`src/rtl/pipelined_incrementer_pkg.sv`:
```
// pipelined_incrementer_pkg: shared mode constants and occupancy width helper
package pipelined_incrementer_pkg;
   localparam int WRAP = 0;
   localparam int SAT = 1;
   function automatic int occ_w(input int depth);
      return $clog2(depth + 1);
   endfunction
endpackage

```
`src/rtl/pipelined_incrementer_pipe_stage.sv`:
```
// pipelined_incrementer_pipe_stage: one {valid, data} pipeline register that loads from its source when allowed to advance
module pipelined_incrementer_pipe_stage
   import pipelined_incrementer_pkg::*;
#(
   parameter int DataWidth = 16
) (
   input  logic                 clk,
   input  logic                 rst,
   input  logic                 ready_i,
   input  logic                 src_v_i,
   input  logic [DataWidth-1:0] src_d_i,
   output logic                 v_o,
   output logic [DataWidth-1:0] d_o
);
   logic                 v_q, v_d;
   logic [DataWidth-1:0] d_q, d_d;
   // take the upstream word (valid or bubble) whenever this stage may advance
   always_comb begin
      v_d = ready_i ? src_v_i : v_q;
      d_d = ready_i ? src_d_i : d_q;
   end
   // stage register; reset drops the word without waiting for a clock
   always_ff @(posedge clk or posedge rst) begin
      if (rst) begin
         v_q <= 1'b0;
         d_q <= '0;
      end else begin
         v_q <= v_d;
         d_q <= d_d;
      end
   end
   assign v_o = v_q;
   assign d_o = d_q;
endmodule

```
`src/rtl/pipelined_incrementer.sv`:
```
// pipelined_incrementer: Depth-stage valid/ready pipeline that adds Step to each word at the output
module pipelined_incrementer
   import pipelined_incrementer_pkg::*;
#(
   parameter int          DataWidth = 16,
   parameter int          Depth     = 2,
   parameter int unsigned Step      = 1,
   parameter int          Saturate  = 0
) (
   input  logic                      clk,
   input  logic                      rst,
   input  logic                      in_valid,
   output logic                      in_ready,
   input  logic [DataWidth-1:0]      loadVal,
   output logic                      out_valid,
   input  logic                      out_ready,
   output logic [DataWidth-1:0]      resVal,
   output logic                      overflow,
   output logic [occ_w(Depth)-1:0]   occupancy
);
   localparam int OccW = occ_w(Depth);
   localparam logic [DataWidth-1:0] StepW = DataWidth'(Step);
   logic [Depth-1:0]     v, rdy, src_v;
   logic [DataWidth-1:0] d [Depth];
   logic [DataWidth-1:0] src_d [Depth];
   logic                 all_v, in_xfer, out_xfer;
   logic [DataWidth:0]   sum;
   logic [OccW-1:0]      occ_q, occ_d;
   // stage k advances unless it and every stage after it are full while the output stalls
   always_comb begin
      all_v = 1'b1;
      rdy = '0;
      for (int k = Depth - 1; k >= 0; k--) begin
         all_v = all_v & v[k];
         rdy[k] = out_ready | !all_v;
      end
   end
   // each stage is fed by its predecessor; the first stage is fed by the input port
   always_comb begin
      src_v[0] = in_valid;
      src_d[0] = loadVal;
      for (int k = 1; k < Depth; k++) begin
         src_v[k] = v[k-1];
         src_d[k] = d[k-1];
      end
   end
   for (genvar i = 0; i < Depth; i++) begin : g_stage
      pipelined_incrementer_pipe_stage #(
         .DataWidth(DataWidth)
      ) u_stage (
         .clk    (clk),
         .rst    (rst),
         .ready_i(rdy[i]),
         .src_v_i(src_v[i]),
         .src_d_i(src_d[i]),
         .v_o    (v[i]),
         .d_o    (d[i])
      );
   end
   assign in_ready  = rdy[0];
   assign out_valid = v[Depth-1];
   assign in_xfer   = in_valid & in_ready;
   assign out_xfer  = out_valid & out_ready;
   // one extra carry bit detects overflow; saturate mode clamps to all-ones on it
   always_comb begin
      sum = {1'b0, d[Depth-1]} + {1'b0, StepW};
      overflow = sum[DataWidth];
      resVal = (Saturate == SAT && overflow) ? '1 : sum[DataWidth-1:0];
   end
   // count words held: up on accept only, down on delivery only
   always_comb begin
      occ_d = (in_xfer && !out_xfer) ? occ_q + OccW'(1) :
              (out_xfer && !in_xfer) ? occ_q - OccW'(1) : occ_q;
   end
   // occupancy register, cleared with the stages
   always_ff @(posedge clk or posedge rst) begin
      if (rst) occ_q <= '0;
      else occ_q <= occ_d;
   end
   assign occupancy = occ_q;
endmodule
```
`config.mk`:
```
export PLATFORM = sky130hd
export DESIGN_NAME = pipelined_incrementer
export DESIGN_NICKNAME = d
export VERILOG_FILES = /design/src/rtl/pipelined_incrementer_pkg.sv /design/src/rtl/pipelined_incrementer_pipe_stage.sv /design/src/rtl/pipelined_incrementer.sv
export SDC_FILE = /design/constraint.sdc
export NUM_CORES = 1
export LEC_CHECK = 0
export ABC_AREA = 1
export BUFFER_PORTS_ARGS = -buffer_cell sky130_fd_sc_hd__buf_4
export CORE_MARGIN = 1.5
export CORE_UTILIZATION = 55
export DETAILED_ROUTE_END_ITERATION = 10
export PLACE_DENSITY = 0.81
export SETUP_SLACK_MARGIN = 0.02
export SYNTH_ARGS = -nofsm -noshare
export SYNTH_HDL_FRONTEND = slang
export SYNTH_SLANG_ARGS = --single-unit
export TNS_END_PERCENT = 100
```
`constraint.sdc`:
```
create_clock -name clk -period 4.4 [get_ports clk]
set_input_delay 0.44 -clock clk [delete_from_list [all_inputs] [get_ports clk]]
set_output_delay 0.44 -clock clk [all_outputs]
set_load 0.02 [all_outputs]
```
==> results.sh, run 1 <==
export IMPL_syn2layout_area_growth_pct=20.6
export IMPL_power_mw=0.846
export IMPL_drc=0
export IMPL_drive_above_1_share=0.258
export IMPL_fin_crit_sh=0.559
export IMPL_cts_tree="yes"
export IMPL_p_sw_mw=0.288
export IMPL_status="complete, no violations"
export IMPL_yosys_warnings=0
export IMPL_ff2ff_setup_slack_ps=1940
export IMPL_grt_start_max_net_pins=37
export IMPL_htreeDepth=2
export IMPL_num_rows=20
export IMPL_synth_cell_types=23
export IMPL_gp_congestion=0.883
export IMPL_slew_viol_final=0
export IMPL_grt_pass1_wl_mm=5.59
export IMPL_cp_required_ps=4630
export IMPL_wire_per_inst_um=10.3
export IMPL_end_kind="flip-flop"
export IMPL_arrival_ps=2690
export IMPL_synth_common_cells="102 x nand2_1, 36 x dfrtp_1, 20 x inv_1"
export IMPL_place_hpwl_mm=2.45
export IMPL_setup_ws_ps=1940
export IMPL_grt_usage=0.212
export IMPL_finalNetCount=288
export IMPL_comb_power_share=0.294
export IMPL_fillers=279
export IMPL_syn_area_um2=1810
export IMPL_ant_nets=0
export IMPL_boundaryPins=41
export IMPL_place_area_um2=2120
export IMPL_synth_main_ff_cell="dfrtp_1"
export IMPL_crit_chain="inv_1 > nor2_2 > nand2_1 > inv_2 > nor2_1 > ha_1 > nor2_1 > nand2_1 > xnor2_1"
export IMPL_core_um2=3080
export IMPL_overflow=0
export IMPL_synth_top_area_frac=0.498
export IMPL_ir_worst_vdd_mv=0.265
export IMPL_drtIter0Drc=47
export IMPL_cp_slowest_cell="nand2_1"
export IMPL_power_leakage_nw=1.16
export IMPL_path_clk_slew_ps=110
export IMPL_start_kind="flip-flop"
export IMPL_power_density_nw_per_um2=388
export IMPL_root_buffer="clkbuf_4"
export IMPL_synth_top_cells_by_area="dfrtp_1 50%, nand2_1 21%, o21ai_2 4.8%"
export IMPL_holdBufCountCts=0
export IMPL_rsz0062_at_grt="no"
export IMPL_clock_skew_final_ps=14.5
export IMPL_async_flop_share=1.00
export IMPL_die_x_um=60.4
export IMPL_dieArea_um2=3640
export IMPL_synth_edf_count=0
export IMPL_worst_slew_pin_slew_ps=607
export IMPL_finalHoldViolations=0
export IMPL_ys_seq_area_frac=0.498
export IMPL_r2r_end="occupancy[1]"
export IMPL_synth_largest_area_cell="dfrtp_1"
export IMPL_crit_type="flip-flop to flip-flop"
export IMPL_viasPerCell=4.73
export IMPL_io_buffers=40
export IMPL_syn_inst=224
export IMPL_post_route_min_period_ps=2460
export IMPL_fin_util=0.709
export IMPL_numCtsBuffers=5
export IMPL_design_area_um2=2180
export IMPL_crit_path_end="occupancy[1]"
export IMPL_cts_sinks=36
export IMPL_num_vias=1470
export IMPL_antenna_cells=0
export IMPL_maxSlewHeadroom=0.595
export IMPL_cts_setup_buffers=0
export IMPL_rr_worst_depth=9
export IMPL_die_y_um=60.4
export IMPL_path_depth=9
export IMPL_wl_mm=3.22
export IMPL_synth_seq_cells=36
export IMPL_setup_viol_count_final=0
export IMPL_antenna_found_initial=0
export IMPL_power_share_sequential=0.495
export IMPL_critPathMaxFanout=21
export IMPL_grt_pass1_vias=1307
export IMPL_yosysMostFrequentCell="nand2_1"
export IMPL_clkPwrFrac=0.212
export IMPL_path_buf_inv=2
export IMPL_place_worst_setup_slack_ps=1770
export IMPL_min_path_type="input pin to asynchronous set/reset pin"
export IMPL_critPathMaxStageDelay_ps=500
export IMPL_post_cts_resized=0
export IMPL_initial_core_util=0.588
export IMPL_internal_power_mw=0.558
export IMPL_avgSynthCellArea_um2=8.08
export IMPL_path_delay_family="simple AND/OR/NAND/NOR gates"
export IMPL_insertion_delay_ps=340
export IMPL_sw_frac_of_total=0.340
export IMPL_drtPass1Iterations=4
export IMPL_clock_path_buffers=2
export IMPL_fin_tns_setup_ps=0
export IMPL_r2r_start="g_stage[1].u_stage.v_o"
export IMPL_maxCapViolations=0
export IMPL_syn_num_nets=246
export IMPL_startpoint="g_stage[1].u_stage.v_o"
export IMPL_clock_fmax_mhz=406
==> cells by family after synthesis <==
logic type / count (synthesis) / share of synthesized area
adders and majority gates: 2 / 0.0138
buffers and inverters: 28 / 0.0754
and+or+nand+nor: 132 / 0.299
xor gates and xnor gates: 10 / 0.0484
DFF: 36 / 0.498
AOI/OAI and AO/OA: 16 / 0.0650
==> sequential cells by signal, indices dropped and copies added, names as in the netlist <==
register and count:
occupancy 2, g_stage.u_stage.v_o 2, g_stage.u_stage.d_o 32
==> power groups by stage <==
stage          clock (mW)  sequential, mW  combinational (mW)
2_1_floorplan           0           0.428               0.157
3_3_place_gp            0           0.424               0.246
3_5_place_dp            0           0.424               0.251
4_1_cts             0.184           0.418               0.251
5_1_grt             0.194           0.426               0.276
6_report            0.179           0.419               0.248
==> per-layer routing <==
layer  share of wire  global-route usage
met5               0                   0
met4           0.016              0.0952
met3           0.043              0.0448
met2            0.47               0.334
met1            0.48               0.286
==> layout by cell type, fill, tap and decap left out, types with 3 or more instances in the layout <==
cell type,n
buf_4,41
clkbuf_4,5
dfrtp_1,36
inv_1,20
nand2_1,102
nand3_1,5
nand4_1,3
nor2_1,14
nor2_2,3
o21ai_0,4
o21ai_2,10
xor2_1,8
==> per-stage QoR <==
stage / cells / hold WS [ps]
after global placement: 303 / 458
after global routing: 311 / 224
after CTS: 311 / 197
final: 311 / 183
after detailed placement: 303 / 459
after floorplan: 224 / 440
==> worst register-to-register path, cell delays in order, from the launching register on <==
cell and delay (ps):
dfrtp_1 380, inv_1 60, nor2_2 340, nand2_1 500, inv_2 380, nor2_1 80
ha_1 330, nor2_1 110, nand2_1 70, xnor2_1 120
==> how the worst min path moves through the flow <==
stage / cells after the start / endpoint / slack, ps
global route: 3 / g_stage[0].u_stage.d_o[11] / 220
global placement: 2 / g_stage[0].u_stage.d_o[13] / 460
floorplan: 1 / g_stage[1].u_stage.v_o / 440
CTS: 3 / g_stage[0].u_stage.d_o[15] / 200
finish: 3 / g_stage[0].u_stage.d_o[15] / 180
detailed placement: 2 / g_stage[0].u_stage.d_o[5] / 460
==> layout make-up <==
class                      count  area (µm²)  area share
sequential                    36         901       0.413
clock inverter                 2        10.0     0.00459
inverter                      22        85.1      0.0390
timing repair buffer          41         308       0.141
tap                           44        55.1      0.0252
clock buffer                   6        51.3      0.0235
multi-input combinational    160         772       0.354
(Power assumes the default switching activity.)
==> run 2: changes to the inputs <==
--- a/config.mk
+++ b/config.mk
@@ -8,9 +8,9 @@
 export ABC_AREA = 1
 export BUFFER_PORTS_ARGS = -buffer_cell sky130_fd_sc_hd__buf_4
 export CORE_MARGIN = 1.5
-export CORE_UTILIZATION = 55
+export CORE_UTILIZATION = 53
 export DETAILED_ROUTE_END_ITERATION = 10
-export PLACE_DENSITY = 0.81
+export PLACE_DENSITY = 0.78
 export SETUP_SLACK_MARGIN = 0.02
 export SYNTH_ARGS = -nofsm -noshare
 export SYNTH_HDL_FRONTEND = slang
==> constraint.sdc (replaced) <==
create_clock -name clk -period 2.5 [get_ports clk]
set_input_delay 0.25 -clock clk [delete_from_list [all_inputs] [get_ports clk]]
set_output_delay 0.25 -clock clk [all_outputs]
set_load 0.02 [all_outputs]
==> run 2 against run 1 <==
The run now ends with hold timing left. Clock power grew 120%. Worst setup slack lost 1300 ps. Wire length shrank 0.28%.
==> results.sh, run 2 (same netlist as run 1, synthesis figures left out) <==
export IMPL_maxSlewHeadroom=0.714
export IMPL_power_density_nw_per_um2=708
export IMPL_numCtsBuffers=5
export IMPL_fin_tns_setup_ps=0
export IMPL_cp_required_ps=2250
export IMPL_drtPass1Iterations=4
export IMPL_clock_fmax_mhz=528
export IMPL_viasPerCell=4.77
export IMPL_insertion_delay_ps=340
export IMPL_holdBufCountCts=0
export IMPL_initial_core_util=0.546
export IMPL_rr_worst_depth=10
export IMPL_multi_input_area_um2=772
export IMPL_register_area_um2=901
export IMPL_num_rows=21
export IMPL_cts_setup_buffers=0
export IMPL_path_clk_slew_ps=110
export IMPL_clock_path_buffers=2
export IMPL_wl_mm=3.21
export IMPL_most_common_layout_cells="102 x nand2_1, 43 x buf_4, 36 x dfrtp_1"
export IMPL_min_path_type="input pin to asynchronous set/reset pin"
export IMPL_clock_skew_final_ps=10.0
export IMPL_slew_viol_final=0
export IMPL_drive_above_1_share=0.260
export IMPL_overflow=0
export IMPL_power_leakage_nw=1.17
export IMPL_start_kind="flip-flop"
export IMPL_grt_pass1_vias=1312
export IMPL_ant_nets=0
export IMPL_arrival_ps=1640
export IMPL_layout_commonest_cell="nand2_1"
export IMPL_rsz0062_at_grt="no"
export IMPL_syn2layout_area_growth_pct=22.4
export IMPL_gp_congestion=0.875
export IMPL_die_x_um=61.4
export IMPL_antenna_cells=0
export IMPL_crit_type="flip-flop to output port"
export IMPL_dieArea_um2=3770
export IMPL_finalHoldViolations=10
export IMPL_drtIter0Drc=48
export IMPL_grt_usage=0.209
export IMPL_boundaryPins=41
export IMPL_antenna_found_initial=0
export IMPL_fillers=322
export IMPL_wire_per_inst_um=10.2
export IMPL_htreeDepth=2
export IMPL_maxCapViolations=0
export IMPL_drc=0
export IMPL_post_cts_resized=0
export IMPL_grt_pass1_wl_mm=5.59
export IMPL_grt_start_max_net_pins=37
export IMPL_post_route_min_period_ps=1890
export IMPL_place_hpwl_mm=2.56
export IMPL_cts_sinks=36
export IMPL_io_buffers=40
export IMPL_whs_ps=-11.0
export IMPL_fin_crit_sh=0.758
export IMPL_status="finished with violations"
export IMPL_finalNetCount=290
export IMPL_worst_slew_pin_slew_ps=429
export IMPL_cts_tree="yes"
export IMPL_largest_reg_flops=32
export IMPL_ir_worst_vdd_mv=0.722
export IMPL_root_buffer="clkbuf_4"
export IMPL_end_kind="output port"
export IMPL_setup_viol_count_final=0
export IMPL_critPathMaxFanout=4
export IMPL_die_y_um=61.4
export IMPL_num_vias=1503
export IMPL_core_um2=3310
export IMPL_violations="hold timing"
## run 2: final timing paths
path                                            from                        end  slack (ps)
max reg2reg                   g_stage[1].u_stage.v_o               occupancy[1]         720
max in group asynchronous                        rst  g_stage[0].u_stage.d_o[8]        2200
max                        g_stage[1].u_stage.d_o[1]                 resVal[10]         610
min in group clk                            in_valid     g_stage[0].u_stage.v_o         100
min reg2reg                g_stage[0].u_stage.d_o[9]  g_stage[0].u_stage.d_o[9]         480
min                                              rst  g_stage[0].u_stage.d_o[6]         -10
## run 2: layout make-up
| type | instances | area share |
|---|---|---|
| flip-flops and latches | 36 | 0.407 |
| multi-input cells | 160 | 0.349 |
| repair buffers | 43 | 0.146 |
| inverters | 22 | 0.0384 |
| clock buffers | 6 | 0.0186 |
| clock inverters | 2 | 0.0158 |
| well taps | 46 | 0.0260 |
## run 2: through the flow
step	cells	instance area [µm²]	total power [mW]	util	setup WS, ps
after CTS	315	2210	1.59	0.669	582
final	315	2210	1.57	0.669	605
after global routing	315	2210	1.68	0.669	459
after detailed placement	307	2140	1.19	0.646	716
after floorplan	224	1810	1.03	-	851
after global placement	307	2140	1.18	0.646	814
## run 2: power breakdown
group | internal, mW | switching (mW) | leakage (nW)
Clock | 0.210 | 0.181 | 0.0422
Sequential | 0.666 | 0.0703 | 0.431
Combinational | 0.186 | 0.255 | 0.698
Total | 1.06 | 0.507 | 1.17
## run 2: worst max-delay path, stage by stage (launching register included)
cell     delay, ps
dfrtp_1        420
ha_1           220
nand3_2        140
nor2_4         160
nand2_1         80
xor2_1         140
buf_4          160
## run 2: routing by layer
metal	up-vias	part of all wire	GRT usage
met3	11	0.062	0.0735
li1	774	-	-
met5	-	0	0
met4	0	0.028	0.100
met2	46	0.45	0.313
met1	672	0.46	0.275
